--- src/rtl/timer_sched_pkg.sv ---
// Shared constants, state encodings and CTRL word builder for timer_sched.
// Optional build macro: TIMER_SCHED_READBACK_EN adds a CMP readback check.
package timer_sched_pkg;

  localparam int unsigned DATA_W     = 32;
  localparam int unsigned PRESC_W    = 3;
  localparam int unsigned REG_ADDR_W = 12;

  localparam logic [REG_ADDR_W-1:0] TIMER_ADDR = 12'h0;
  localparam logic [REG_ADDR_W-1:0] CTRL_ADDR  = 12'h4;
  localparam logic [REG_ADDR_W-1:0] CMP_ADDR   = 12'h8;

  localparam int unsigned CTRL_EN_BIT    = 0;
  localparam int unsigned CTRL_PRESC_LSB = 3;
  localparam int unsigned CTRL_PRESC_MSB = 5;

  typedef enum logic [3:0] {
    ST_IDLE,
    ST_GRANT,
    ST_WR_DIS,
    ST_WR_CMP,
`ifdef TIMER_SCHED_READBACK_EN
    ST_RD_CMP,
`endif
    ST_WR_CLR,
    ST_WR_EN,
    ST_WAIT,
    ST_WR_OFF,
    ST_DONE
  } state_e;

  // Each register access is: gap (bus idle), setup, access.
  typedef enum logic [1:0] {
    PH_GAP    = 2'd0,
    PH_SETUP  = 2'd1,
    PH_ACCESS = 2'd2
  } phase_e;

  // CTRL = {26'd0, presc, 2'd0, en}
  function automatic logic [DATA_W-1:0] ctrl_word(input logic [PRESC_W-1:0] presc,
                                                  input logic en);
    logic [DATA_W-1:0] w;
    w = '0;
    w[CTRL_PRESC_MSB:CTRL_PRESC_LSB] = presc;
    w[CTRL_EN_BIT] = en;
    return w;
  endfunction

endpackage

--- src/rtl/timer_sched_rr_arb.sv ---
// Round-robin one-hot arbiter: first set request at or after ptr wins.
module timer_sched_rr_arb
  import timer_sched_pkg::*;
#(
  parameter int unsigned NUM_REQ = 4
) (
  input  logic [NUM_REQ-1:0]         req,
  input  logic [$clog2(NUM_REQ)-1:0] ptr,
  output logic [NUM_REQ-1:0]         grant
);

  localparam int unsigned IDX_W = $clog2(NUM_REQ);

  logic             found;
  logic [IDX_W-1:0] idx;

  // Rotating priority search starting at ptr
  always_comb begin
    grant = '0;
    found = 1'b0;
    idx   = '0;
    for (int i = 0; i < int'(NUM_REQ); i++) begin
      idx = IDX_W'((int'(ptr) + i) % int'(NUM_REQ));
      if (!found && req[idx]) begin
        grant[idx] = 1'b1;
        found      = 1'b1;
      end
    end
  end

endmodule

--- src/rtl/timer_sched.sv ---
// Shares one APB timer among NUM_REQ delay requesters (round-robin).
// Optional build macro: TIMER_SCHED_READBACK_EN reads CMP back after writing it.
module timer_sched
  import timer_sched_pkg::*;
#(
  parameter int unsigned NUM_REQ        = 4,
  parameter int unsigned APB_ADDR_WIDTH = 12
) (
  input  logic                        HCLK,
  input  logic                        HRESETn,
  input  logic [NUM_REQ-1:0]          req_valid,
  output logic [NUM_REQ-1:0]          req_ready,
  input  logic [NUM_REQ*DATA_W-1:0]   req_cmp,
  input  logic [NUM_REQ*PRESC_W-1:0]  req_presc,
  output logic [NUM_REQ-1:0]          done,
  output logic                        done_err,
  output logic                        busy,
  output logic [APB_ADDR_WIDTH-1:0]   PADDR,
  output logic [DATA_W-1:0]           PWDATA,
  output logic                        PWRITE,
  output logic                        PSEL,
  output logic                        PENABLE,
  input  logic [DATA_W-1:0]           PRDATA,
  input  logic                        PREADY,
  input  logic                        PSLVERR,
  input  logic [1:0]                  irq_i
);

  localparam int unsigned IDX_W = $clog2(NUM_REQ);

  state_e              state;
  phase_e              phase;
  logic [IDX_W-1:0]    ptr_q;
  logic [IDX_W-1:0]    win_q;
  logic [DATA_W-1:0]   cmp_q;
  logic [PRESC_W-1:0]  presc_q;
  logic                err_q;

  logic [NUM_REQ-1:0]    grant_c;
  logic [IDX_W-1:0]      grant_idx_c;
  logic [DATA_W-1:0]     win_cmp_c;
  logic [PRESC_W-1:0]    win_presc_c;
  logic [REG_ADDR_W-1:0] xfer_addr_c;
  logic [DATA_W-1:0]     xfer_data_c;
  logic                  xfer_write_c;
  logic                  xfer_fail_c;
  state_e                xfer_next_c;

`ifndef TIMER_SCHED_READBACK_EN
  logic unused_prdata;
  assign unused_prdata = ^PRDATA;
`endif

  timer_sched_rr_arb #(
    .NUM_REQ (NUM_REQ)
  ) u_arb (
    .req   (req_valid),
    .ptr   (ptr_q),
    .grant (grant_c)
  );

  // One-hot grant to index
  always_comb begin
    grant_idx_c = '0;
    for (int i = 0; i < int'(NUM_REQ); i++) begin
      if (grant_c[i]) grant_idx_c = IDX_W'(i);
    end
  end

  // Select the winning requester's compare value and prescaler
  always_comb begin
    win_cmp_c   = '0;
    win_presc_c = '0;
    for (int i = 0; i < int'(NUM_REQ); i++) begin
      if (win_q == IDX_W'(i)) begin
        win_cmp_c   = req_cmp[i*DATA_W +: DATA_W];
        win_presc_c = req_presc[i*PRESC_W +: PRESC_W];
      end
    end
  end

  // Per-state APB transfer contents, successor and abort condition
  always_comb begin
    xfer_addr_c  = CTRL_ADDR;
    xfer_data_c  = ctrl_word(presc_q, 1'b0);
    xfer_write_c = 1'b1;
    xfer_fail_c  = PSLVERR;
    xfer_next_c  = ST_WR_OFF;
    case (state)
      ST_WR_DIS: xfer_next_c = ST_WR_CMP;
      ST_WR_CMP: begin
        xfer_addr_c = CMP_ADDR;
        xfer_data_c = cmp_q;
`ifdef TIMER_SCHED_READBACK_EN
        xfer_next_c = ST_RD_CMP;
`else
        xfer_next_c = ST_WR_CLR;
`endif
      end
`ifdef TIMER_SCHED_READBACK_EN
      ST_RD_CMP: begin
        xfer_addr_c  = CMP_ADDR;
        xfer_data_c  = '0;
        xfer_write_c = 1'b0;
        xfer_fail_c  = PSLVERR | (PRDATA != cmp_q);
        xfer_next_c  = ST_WR_CLR;
      end
`endif
      ST_WR_CLR: begin
        xfer_addr_c = TIMER_ADDR;
        xfer_data_c = '0;
        xfer_next_c = ST_WR_EN;
      end
      ST_WR_EN: begin
        xfer_data_c = ctrl_word(presc_q, 1'b1);
        xfer_next_c = ST_WAIT;
      end
      ST_WR_OFF: begin
        xfer_fail_c = 1'b0;
        xfer_next_c = ST_DONE;
      end
      default: ;
    endcase
  end

  // Scheduler FSM with registered requester and APB outputs
  always_ff @(posedge HCLK or posedge HRESETn) begin
    if (HRESETn) begin
      state     <= ST_IDLE;
      phase     <= PH_GAP;
      ptr_q     <= '0;
      win_q     <= '0;
      cmp_q     <= '0;
      presc_q   <= '0;
      err_q     <= 1'b0;
      req_ready <= '0;
      done      <= '0;
      done_err  <= 1'b0;
      busy      <= 1'b0;
      PADDR     <= '0;
      PWDATA    <= '0;
      PWRITE    <= 1'b0;
      PSEL      <= 1'b0;
      PENABLE   <= 1'b0;
    end else begin
      case (state)
        ST_IDLE: begin
          if (|req_valid) begin
            state     <= ST_GRANT;
            req_ready <= grant_c;
            win_q     <= grant_idx_c;
            busy      <= 1'b1;
          end
        end

        ST_GRANT: begin
          req_ready <= '0;
          if (req_valid[win_q]) begin
            cmp_q   <= win_cmp_c;
            presc_q <= win_presc_c;
            err_q   <= 1'b0;
            ptr_q   <= (win_q == IDX_W'(NUM_REQ - 1)) ? '0 : win_q + IDX_W'(1);
            if (win_cmp_c == '0) begin
              state    <= ST_DONE;
              done     <= NUM_REQ'(1) << win_q;
              done_err <= 1'b0;
              busy     <= 1'b0;
            end else begin
              state <= ST_WR_DIS;
              phase <= PH_GAP;
            end
          end else begin
            state <= ST_IDLE;
            busy  <= 1'b0;
          end
        end

        ST_WAIT: begin
          if (irq_i[1]) begin
            state <= ST_WR_OFF;
            phase <= PH_GAP;
          end else if (irq_i[0]) begin
            err_q <= 1'b1;
            state <= ST_WR_OFF;
            phase <= PH_GAP;
          end
        end

        ST_DONE: begin
          done     <= '0;
          done_err <= 1'b0;
          state    <= ST_IDLE;
        end

        default: begin
          case (phase)
            PH_GAP: begin
              PSEL    <= 1'b1;
              PENABLE <= 1'b0;
              PADDR   <= APB_ADDR_WIDTH'(xfer_addr_c);
              PWDATA  <= xfer_data_c;
              PWRITE  <= xfer_write_c;
              phase   <= PH_SETUP;
            end
            PH_SETUP: begin
              PENABLE <= 1'b1;
              phase   <= PH_ACCESS;
            end
            PH_ACCESS: begin
              if (PREADY) begin
                PSEL    <= 1'b0;
                PENABLE <= 1'b0;
                phase   <= PH_GAP;
                if (state == ST_WR_OFF) begin
                  state    <= ST_DONE;
                  done     <= NUM_REQ'(1) << win_q;
                  done_err <= err_q;
                  busy     <= 1'b0;
                end else if (xfer_fail_c) begin
                  err_q <= 1'b1;
                  state <= ST_WR_OFF;
                end else begin
                  state <= xfer_next_c;
                end
              end
            end
            default: phase <= PH_GAP;
          endcase
        end
      endcase
    end
  end

endmodule

--- config.mk ---
export PLATFORM = sky130hd
export DESIGN_NAME = timer_sched
export DESIGN_NICKNAME = d
export VERILOG_FILES = /design/src/rtl/timer_sched_pkg.sv /design/src/rtl/timer_sched_rr_arb.sv /design/src/rtl/timer_sched.sv
export SDC_FILE = /design/constraint.sdc
export NUM_CORES = 1
export LEC_CHECK = 0
export CAP_MARGIN = 15
export CORE_UTILIZATION = 45
export CTS_CLUSTER_DIAMETER = 100
export DETAILED_ROUTE_END_ITERATION = 16
export PLACE_DENSITY_LB_ADDON = 0.12
export SLEW_MARGIN = 40
export SYNTH_ARGS = -nofsm -noshare
export SYNTH_HDL_FRONTEND = slang
export SYNTH_HIERARCHICAL = 1
export SYNTH_SLANG_ARGS = --single-unit
--- constraint.sdc ---
create_clock -name HCLK -period 5.4 [get_ports HCLK]
set_clock_uncertainty 0.2 [all_clocks]
set_input_delay 1.08 -clock HCLK [delete_from_list [all_inputs] [get_ports HCLK]]
set_output_delay 1.08 -clock HCLK [all_outputs]
set_load 0.1 [all_outputs]
## Yosys cells after proc, flatten, opt, wreduce, memory -nomap -nowiden

Cells that the tools add are included.

| storage, ports and cells | value |
|---|---|
| logic and storage cells | 194 |
| register bits after elaboration | 103 |
| memories kept | 0 |
| memory bits (read-only) | 0 |
| memory bits (writable) | 0 |
| bits in latches | 0 |
| input port bits | 182 |
| output and inout bits | 57 |

| cells by class | value |
|---|---|
| $add $sub $neg | 4 |
| reductions and logical operators | 44 |
| shifts and indexed selects | 1 |
| bitwise logic cells | 7 |
| muxes and demuxes | 89 |
| order comparisons | 9 |
| multipliers | 0 |
| div/mod/pow operators | 0 |
| equality and inequality tests | 24 |

Operator list:

| kind | number |
|---|---|
| $mux 32 | 4 |
| $pmux 32 s3 | 1 |
| $mux 4 | 19 |
| $logic_not 32->1 | 1 |
| $mux 1 | 32 |
| $reduce_bool 3->1 | 10 |
| $eq 4x3->1 const B | 4 |
| $mux 2 | 8 |
| $pmux 4 s2 | 2 |
| $pmux 4 s4 | 1 |
| $lt 2x3->1 const B | 5 |
| $ne 2x2->1 const B | 7 |
| $mux 3 | 4 |
| $or 4x4->4 | 3 |
| $pmux 1 s3 | 4 |
| $pmux 2 s3 | 2 |
| $pmux 3 s4 | 1 |
| $pmux 4 s3 | 1 |
| $reduce_and 6->1 | 2 |
| $bmux 1 s2 | 5 |
| $reduce_bool 5->1 | 2 |
| $demux 1 s2 | 4 |
| $eq 4x2->1 const B | 2 |
| $ge 2x1->1 const B | 4 |
| other kinds (24) | 50 |

## Depth between registers and ports, before layout

Gate-level depths: netlist of the first run.

| logic depth | value |
|---|---|
| depth in word-level cells | 15 |
| mapped depth | 12 |
| depth with buffers taken out | 9 |

## Modules after synthesis

The synthesis of the first run kept the hierarchy.

Modules (own cells, without submodules):

| module | area an instance (um2) | instances | cells an instance | seq. area each (um2) |
|---|---|---|---|---|
| timer_sched | 4752.1 | 1 | 479 | 2327.2 |
| timer_sched_rr_arb | 337.8 | 1 | 36 | 0.0 |

## Least setup slack after synthesis of the first run

OpenSTA, ideal clock, no wires.

| timing path | value |
|---|---|
| path kind | input-to-reg |
| from | in req_cmp[74] |
| to | reg busy |
| slack | 2485 ps |
| library setup time | 120 ps |
| data required time | 5080 ps |
| path buffers | 0 |
| cell stages on the path | 7 |
| arrival time | 2596 ps |
| path through | or3b_2 > o21ai_0 > o22ai_1 > nor4_2 > nand4_2 > a22o_1 > a21o_1 |

| on the way | value |
|---|---|
| word-level cells in the longest chain between the ends | 5 |

RTL lines:

| element | line | RTL |
|---|---|---|
| start: declaration | timer_sched.sv:13 | `input logic [NUM_REQ*DATA_W-1:0] req_cmp,` |
| $mux 32 (2 in a row) | timer_sched.sv:75 | `if (win_q == IDX_W'(i)) begin` |
| $logic_not 32->1 | timer_sched.sv:163 | `if (win_cmp_c == '0) begin` |
| $ne 3x3->1 (no source line) | - |  |
| $reduce_and 6->1 (no source line) | - |  |
| end signal: assignment | timer_sched.sv:152 | `busy <= 1'b1;` |
| end signal: assignment | timer_sched.sv:167 | `busy <= 1'b0;` |
| end signal: assignment | timer_sched.sv:174 | `busy <= 1'b0;` |
| end: declaration | timer_sched.sv:17 | `output logic busy,` |

No other way between the ends.
A chain may end at the register's enable or synchronous reset.

## Worst setup path after layout of the first run

| timing path | value |
|---|---|
| from | reg win_q[0] |
| to | reg phase[1] |

| on the way | value |
|---|---|
| word-level cells in the longest chain between the ends | 8 |
| elaborated cells between the ends (all ways) | 14 |
| classes of those cells | eq/ne (5); mux (6); reduce/logical (3) |

RTL lines:

| element | line | RTL |
|---|---|---|
| start: declaration | timer_sched.sv:34 | `logic [IDX_W-1:0] win_q;` |
| start signal: assignment | timer_sched.sv:151 | `win_q <= grant_idx_c;` |
| $logic_not 2->1 | timer_sched.sv:75 |  |
| $mux 32 (4 in a row) | timer_sched.sv:75 |  |
| $logic_not 32->1 | timer_sched.sv:163 |  |
| $ne 2x2->1 (no source line) | - |  |
| $reduce_and 5->1 (no source line) (*) | - |  |
| end signal: assignment | timer_sched.sv:170 | `phase <= PH_GAP;` |
| end signal: assignment | timer_sched.sv:181 | `phase <= PH_GAP;` |
| end signal: assignment | timer_sched.sv:185 | `phase <= PH_GAP;` |
| end: declaration | timer_sched.sv:32 | `phase_e phase;` |

Mark *: on every way between the ends. The rest lies on a longest branch, timed or not. The select of a mux whose other input is x is not followed.

==> run metrics, run 1 <==
status=completed; R2R cell count=9; PortBufs=196; Post-synth top cells=93 x dfrtp_1, 62 x nand2_1, 50 x o22ai_1, 33 x a22o_1, 33 x o31ai_1; slew margin rel.=0.469; Worst-path clk slew=0.06 ns; iteration-0 DRC count of the detailed router=316; worst-margin pin slew=0.790 ns; async set or reset register ratio after synthesis=1.00; Antenna Nets Post-Route=0; CTS tree=yes; IO Pins=239; clk_lat worst skew=0.33 ns; reg2reg setup slack=1.73 ns; Max Fanout on Critical Path=32; Hold Buf Count CTS=0; drt drc=0; final setup vio count=0; worst r2r src=win_q[0]; max-cap viol count=0; most common cell in the netlist=dfrtp_1; Leak=3.17 nW; total gr overflow=0; first-pass GRT wire length=24800 microns; detailed placement HPWL=11900 microns; pin count of the biggest net entering global routing=65; syn_area_per_cell=9.88 sq um; #FFs+latches synth=93; Worst Setup Path Type=flip-flop to flip-flop; H-tree depth=3; Worst setup SP type=flip-flop; Placer Congestion=0.884; DIE AREA=11700 sq um; area growth from synthesis to layout=39.9%; mapped cell area=5090 sq um; EDFF count, synth=0; Yosys top cell by area=dfrtp_1; CP endpoint kind=flip-flop; Cell variety after synth=52; clk buf depth=2; Worst Hold Endpoint=PWRITE; layout cells sized above 1=0.140; DR vias=4974; Worst Path Arrival=3.72 ns; TNS Setup=0 ns; Final Hold Viols=0; Pwr Total=4.64 mW; RR Endpoint=phase[1]; DR WL/cell=19.6 microns; WP data required=5.45 ns; fin crit period=3.67 ns; die height=108 microns; nets@finish=878; Synth Instances=515; Hold Crit Start=PWRITE; Core Rows=38; initial antenna violation count=0; Pins Over Slew Limit=0; drt total wl=16300 microns; Primary FF master, synth=dfrtp_1; Worst Hold Depth=1; root buf cell=clkbuf_16; number of gates resized after cts=0; Final Cycle Share=0.680; starting density of the core=0.465; Post CTS Setup Buffer Count=0; Yosys warnings=6; vias in the first global route=4887; CTS Buf Count=9; Total Routing Usage GR=0.279; Seq/Total Area, Yosys=0.457; die width=108 microns; largest cells by area after synthesis=dfrtp_1 46%, o22ai_1 6.1%, a22o_1 5.7%; RSZ-0062 raised after global routing=false; Ant. Diodes=0; post-synth top area share=0.457; clk sinks=93; DR pass1 iterations=5; Hold WC Path Type=flip-flop to flip-flop; Placeable Area=10900 sq um; vias per cell=5.99; P per Cell Area=651 nW/um^2; peak supply drop=0.344 mV; Max Clk Rate=272 MHz
-- sequential cells by signal, indices dropped and copies added, names as in the netlist, 2 cells and up --
| signal | cells |
|---|---|
| ptr_q | 2 |
| req_ready | 4 |
| state | 4 |
| cmp_q | 32 |
| presc_q | 3 |
| phase | 2 |
| done | 4 |
| win_q | 2 |
| PADDR | 2 |
| PWDATA | 32 |
-- through the flow --
step                utilization  setup slack, ns  hold slack, ns  std cells  area [sq um]
detailed placement        0.625             1.70           0.259        815          6830
global placement          0.645             1.64           0.251        815          7060
finish                    0.651             1.73           0.269        831          7120
global route              0.651             1.53           0.289        831          7120
CTS                       0.650             1.73           0.273        831          7110
floorplan                     -             1.70           0.247        524          5120
-- kinds of logic after synthesis --
logic type / Yosys count / synth area share
buffers and inverters: 74 / 0.0691
DFF: 93 / 0.457
and+or+nand+nor: 118 / 0.113
xor gates and xnor gates: 1 / 0.00172
adders and majority gates: 10 / 0.0246
other: 1 / 0.000737
AOI/OAI and AO/OA: 212 / 0.308
muxes: 6 / 0.0258
-- worst max-delay path by stage --
| stage | from | endpoint | slack, ns | cells after the start |
|---|---|---|---|---|
| after floorplan | HRESETn | PADDR[2] | 1.70 | 1 |
| after global placement | win_q[0] | state[3] | 1.64 | 9 |
| after detailed placement | req_valid[0] | busy | 1.70 | 6 |
| after CTS | win_q[0] | phase[1] | 1.73 | 9 |
| after global routing | win_q[0] | state[3] | 1.53 | 9 |
| final | win_q[0] | phase[1] | 1.73 | 9 |
-- layer usage --
| metal | wire length, microns | up-vias | global-route usage | share of wire |
|---|---|---|---|---|
| li1 | - | 2298 | - | - |
| met1 | 6740 | 2445 | 0.357 | 0.41 |
| met2 | 8100 | 202 | 0.465 | 0.50 |
| met3 | 1190 | 29 | 0.0585 | 0.073 |
| met4 | 286 | 0 | 0.100 | 0.018 |
| met5 | 0 | - | 0 | 0 |
-- critical path: stages, from the launching register on --
cell	delay (ns)
dfrtp_1	0.45
inv_1	0.12
ha_1	0.34
or2_2	0.63
a221oi_1	0.46
o22ai_1	0.19
nor4_2	0.40
nand4_2	0.27
o2111a_1	0.36
o22ai_2	0.16
-- cell usage in the layout (no fill, tap or decap), types with 10 or more instances in the layout --
master           count
nor2_1              23
a21oi_1             21
dfrtp_1             93
ha_1                10
a22o_1              33
clkdlybuf4s50_1    149
o31ai_1             33
conb_1              10
buf_2               47
nand2_1             61
inv_1               20
o22ai_1             50
a221oi_1            30
o21ai_0             12
-- where the power goes --
group / total (mW) / internal [mW] / leakage (nW) / switching, mW
logic: 2.87 / 0.800 / 1.82 / 2.06
clock network: 0.591 / 0.335 / 0.138 / 0.256
registers: 1.18 / 0.969 / 1.20 / 0.212
total: 4.64 / 2.10 / 3.17 / 2.53
-- cell type report --
cell class	count	area, sq um
repair buffers	203	1780
inverters	22	87.6
well taps	140	175
multi-input cells	357	2470
flip-flops and latches	93	2330
fillers	933	3810
clock inverters	4	22.5
clock buffers	12	256
Power figures use the tool's default switching activity.
==> inputs of run 2 (changes only) <==
CORE_UTILIZATION = 38   (was 45)
clock period = 3 ns   (was 5.4 ns; I/O delays follow)
==> run 2 against run 1 <==
  * Setup slack lost 1.7 ns
  * Core utilization grew 0.54 points
  * Via count grew 2.9%
  * Die area grew 18%
  * Sequential power grew 77%
  * Non-clock buffer count grew 61
  * Flip-flop and latch count is the same
  * Register-to-register slack lost 1.7 ns
  * First-iteration DRC count grew 15%
  * Critical endpoint is now state[3]
  * Highest routed layer unchanged
==> run metrics, run 2 (synthesis gave the netlist of run 1 again) <==
status=completed; largest registers=PWDATA: 32 flops, cmp_q: 32 flops; H-tree depth=3 (unchanged); nets@finish=939 (+6.9%); TNS Setup=0 ns (unchanged); Cell Int Power=5.03 mW (+140%); initial antenna violation count=0 (unchanged); peak supply drop=0.550 mV (+60%); power share of the combinational group=0.694 (+0.076); Worst-path clk slew=0.07 ns (about the same); Final Cycle Share=0.978 (+0.298); Hold Buf Count CTS=0 (unchanged); WP data required=3.03 ns (-2.42 ns); most frequent cells in the layout=149 x clkdlybuf4s50_1, 103 x buf_4, 93 x dfrtp_1; Hold WC Path Type=flip-flop to flip-flop; placed inst area=7460 sq um (+9.1%); IO Pins=239 (unchanged); DR vias=5120 (+2.9%); Placeable Area=12800 sq um (+17%); CP max stage delay=0.47 ns (-0.16 ns); Total Routing Usage GR=0.249 (-0.0301); switching share of power=0.513 (-0.0327); DR pass1 iterations=5 (unchanged); Worst Path Arrival=2.96 ns (-0.76 ns); critical-path cell list=ha_2, buf_4, inv_4, o22ai_1, o22ai_1, nor4_4, nand4_2, buf_6, o21ai_4, mux2_2; clock power share=0.104 (-0.023); Pins Over Slew Limit=0 (unchanged); worst-margin pin slew=0.710 ns (-0.0801 ns); fin area=8420 sq um (+18%); layout cells sized above 1=0.293 (+0.152); Final Hold Viols=0 (unchanged); clk_lat worst skew=0.34 ns (about the same); iteration-0 DRC count of the detailed router=362 (+15%); final setup vio count=0 (unchanged); CTS Buf Count=9 (unchanged); first-pass GRT wire length=27000 microns (+9.0%); Max Fanout on Critical Path=32 (unchanged); drt drc=0 (unchanged); clk sinks=93 (unchanged); detailed placement HPWL=12800 microns (+7.7%); fin crit period=2.93 ns (-0.736 ns); part of the power in registers=0.202 (-0.053); root buf cell=clkbuf_16; Post-Layout Cell Count=924 (+11%); die height=118 microns (+8.7%); DR WL/cell=19.5 microns (-0.52%); area growth from synthesis to layout=65.4%; Placer Congestion=0.869 (-1.7%); P per Cell Area=1230 nW/um^2 (+89%); pin count of the biggest net entering global routing=62 (-4.6%); Worst Setup Path Type=flip-flop to flip-flop; PortBufs=196 (unchanged); Sw Pwr=5.31 mW (+110%); Leak=3.64 nW (+15%); placed insts=901 (+11%); starting density of the core=0.397 (-0.0686); Worst setup SP type=flip-flop; Max Clk Rate=341 MHz (+25%); cell mode on critical path=o22ai_1; Ant. Diodes=0 (unchanged); vias in the first global route=5070 (+3.7%); pre-CTS WS=-0.147 ns (-1.85 ns); total gr overflow=0 (unchanged); DIE AREA=13900 sq um (+18%); CP endpoint kind=flip-flop; clk buf depth=2 (unchanged); drt total wl=18000 microns (+11%); max-cap viol count=0 (unchanged); Antenna Nets Post-Route=0 (unchanged); vias per cell=5.54 (-7.4%); slew margin rel.=0.525 (+0.0562); die width=118 microns (+8.7%); most common cell after layout, fill and taps aside=clkdlybuf4s50_1; Hold Slack=0.277 ns (+0.00787 ns); final worst setup slack=0.0659 ns (-1.66 ns); CTS tree=yes; Core Rows=41 (+7.9%); Worst path slowest cell=o22ai_1
[run 2: power groups by stage]
stage	Clock [mW]	Combinational (mW)	Sequential [mW]
after floorplan	0	2.56	3.55
after global placement	0	5.93	2.09
final	1.08	7.18	2.09
after detailed placement	0	6.03	2.11
after global routing	1.15	7.59	2.16
after CTS	1.09	6.19	2.09
[run 2: layout make-up]
| class | instances | area (sq um) |
|---|---|---|
| Timing Repair Buffer | 264 | 2490 |
| Clock inverter | 6 | 47.5 |
| Inverter | 22 | 88.8 |
| Clock buffer | 10 | 229 |
| Tap cell | 172 | 215 |
| Sequential cell | 93 | 2330 |
| Fill cell | 1008 | 4400 |
| Multi-Input combinational cell | 357 | 3020 |
[run 2: layer usage]
layer / global-route usage / part of all wire
met5: 0 / 0
met4: 0.0897 / 0.018
met3: 0.0465 / 0.050
met2: 0.401 / 0.49
met1: 0.332 / 0.44
[run 2: per-stage QoR]
stage,power (mW),util
finish,10.3,0.657
global route,10.9,0.657
CTS,9.37,0.614
detailed placement,8.14,0.581
global placement,8.02,0.581
floorplan,6.11,-
[run 2: worst max-delay path: cells and delay by family, from the launching register on]
family                     cells  cell delay (ns)
adders and majority gates      1             0.21
AOI/OAI and AO/OA              3             0.78
and+or+nand+nor                2             0.15
DFF                            1             0.43
muxes                          1             0.27
buffers and inverters          3             0.72
[run 2: final timing paths]
kind                                from   endpoint  slack [ns]  cells after the start
worst min register to register    PWRITE     PWRITE        0.28                      1
worst max register to register  win_q[1]   state[3]        0.07                     10
min in group asynchronous        HRESETn  PWDATA[0]        0.36                      2
worst max-delay path            win_q[1]   state[3]        0.07                     10
worst min-delay path              PWRITE     PWRITE        0.28                      1
max in group asynchronous        HRESETn   state[3]        1.64                      3
[run 2: timing repair]
action                                 4_1_cts  5_1_grt
gates resized for setup                     21       71
setup endpoints to repair                    9        9
buffers inserted                             1        2
cloned                                       0        4
endpoints found under the hold margin        0        0
pin swaps                                    3        9
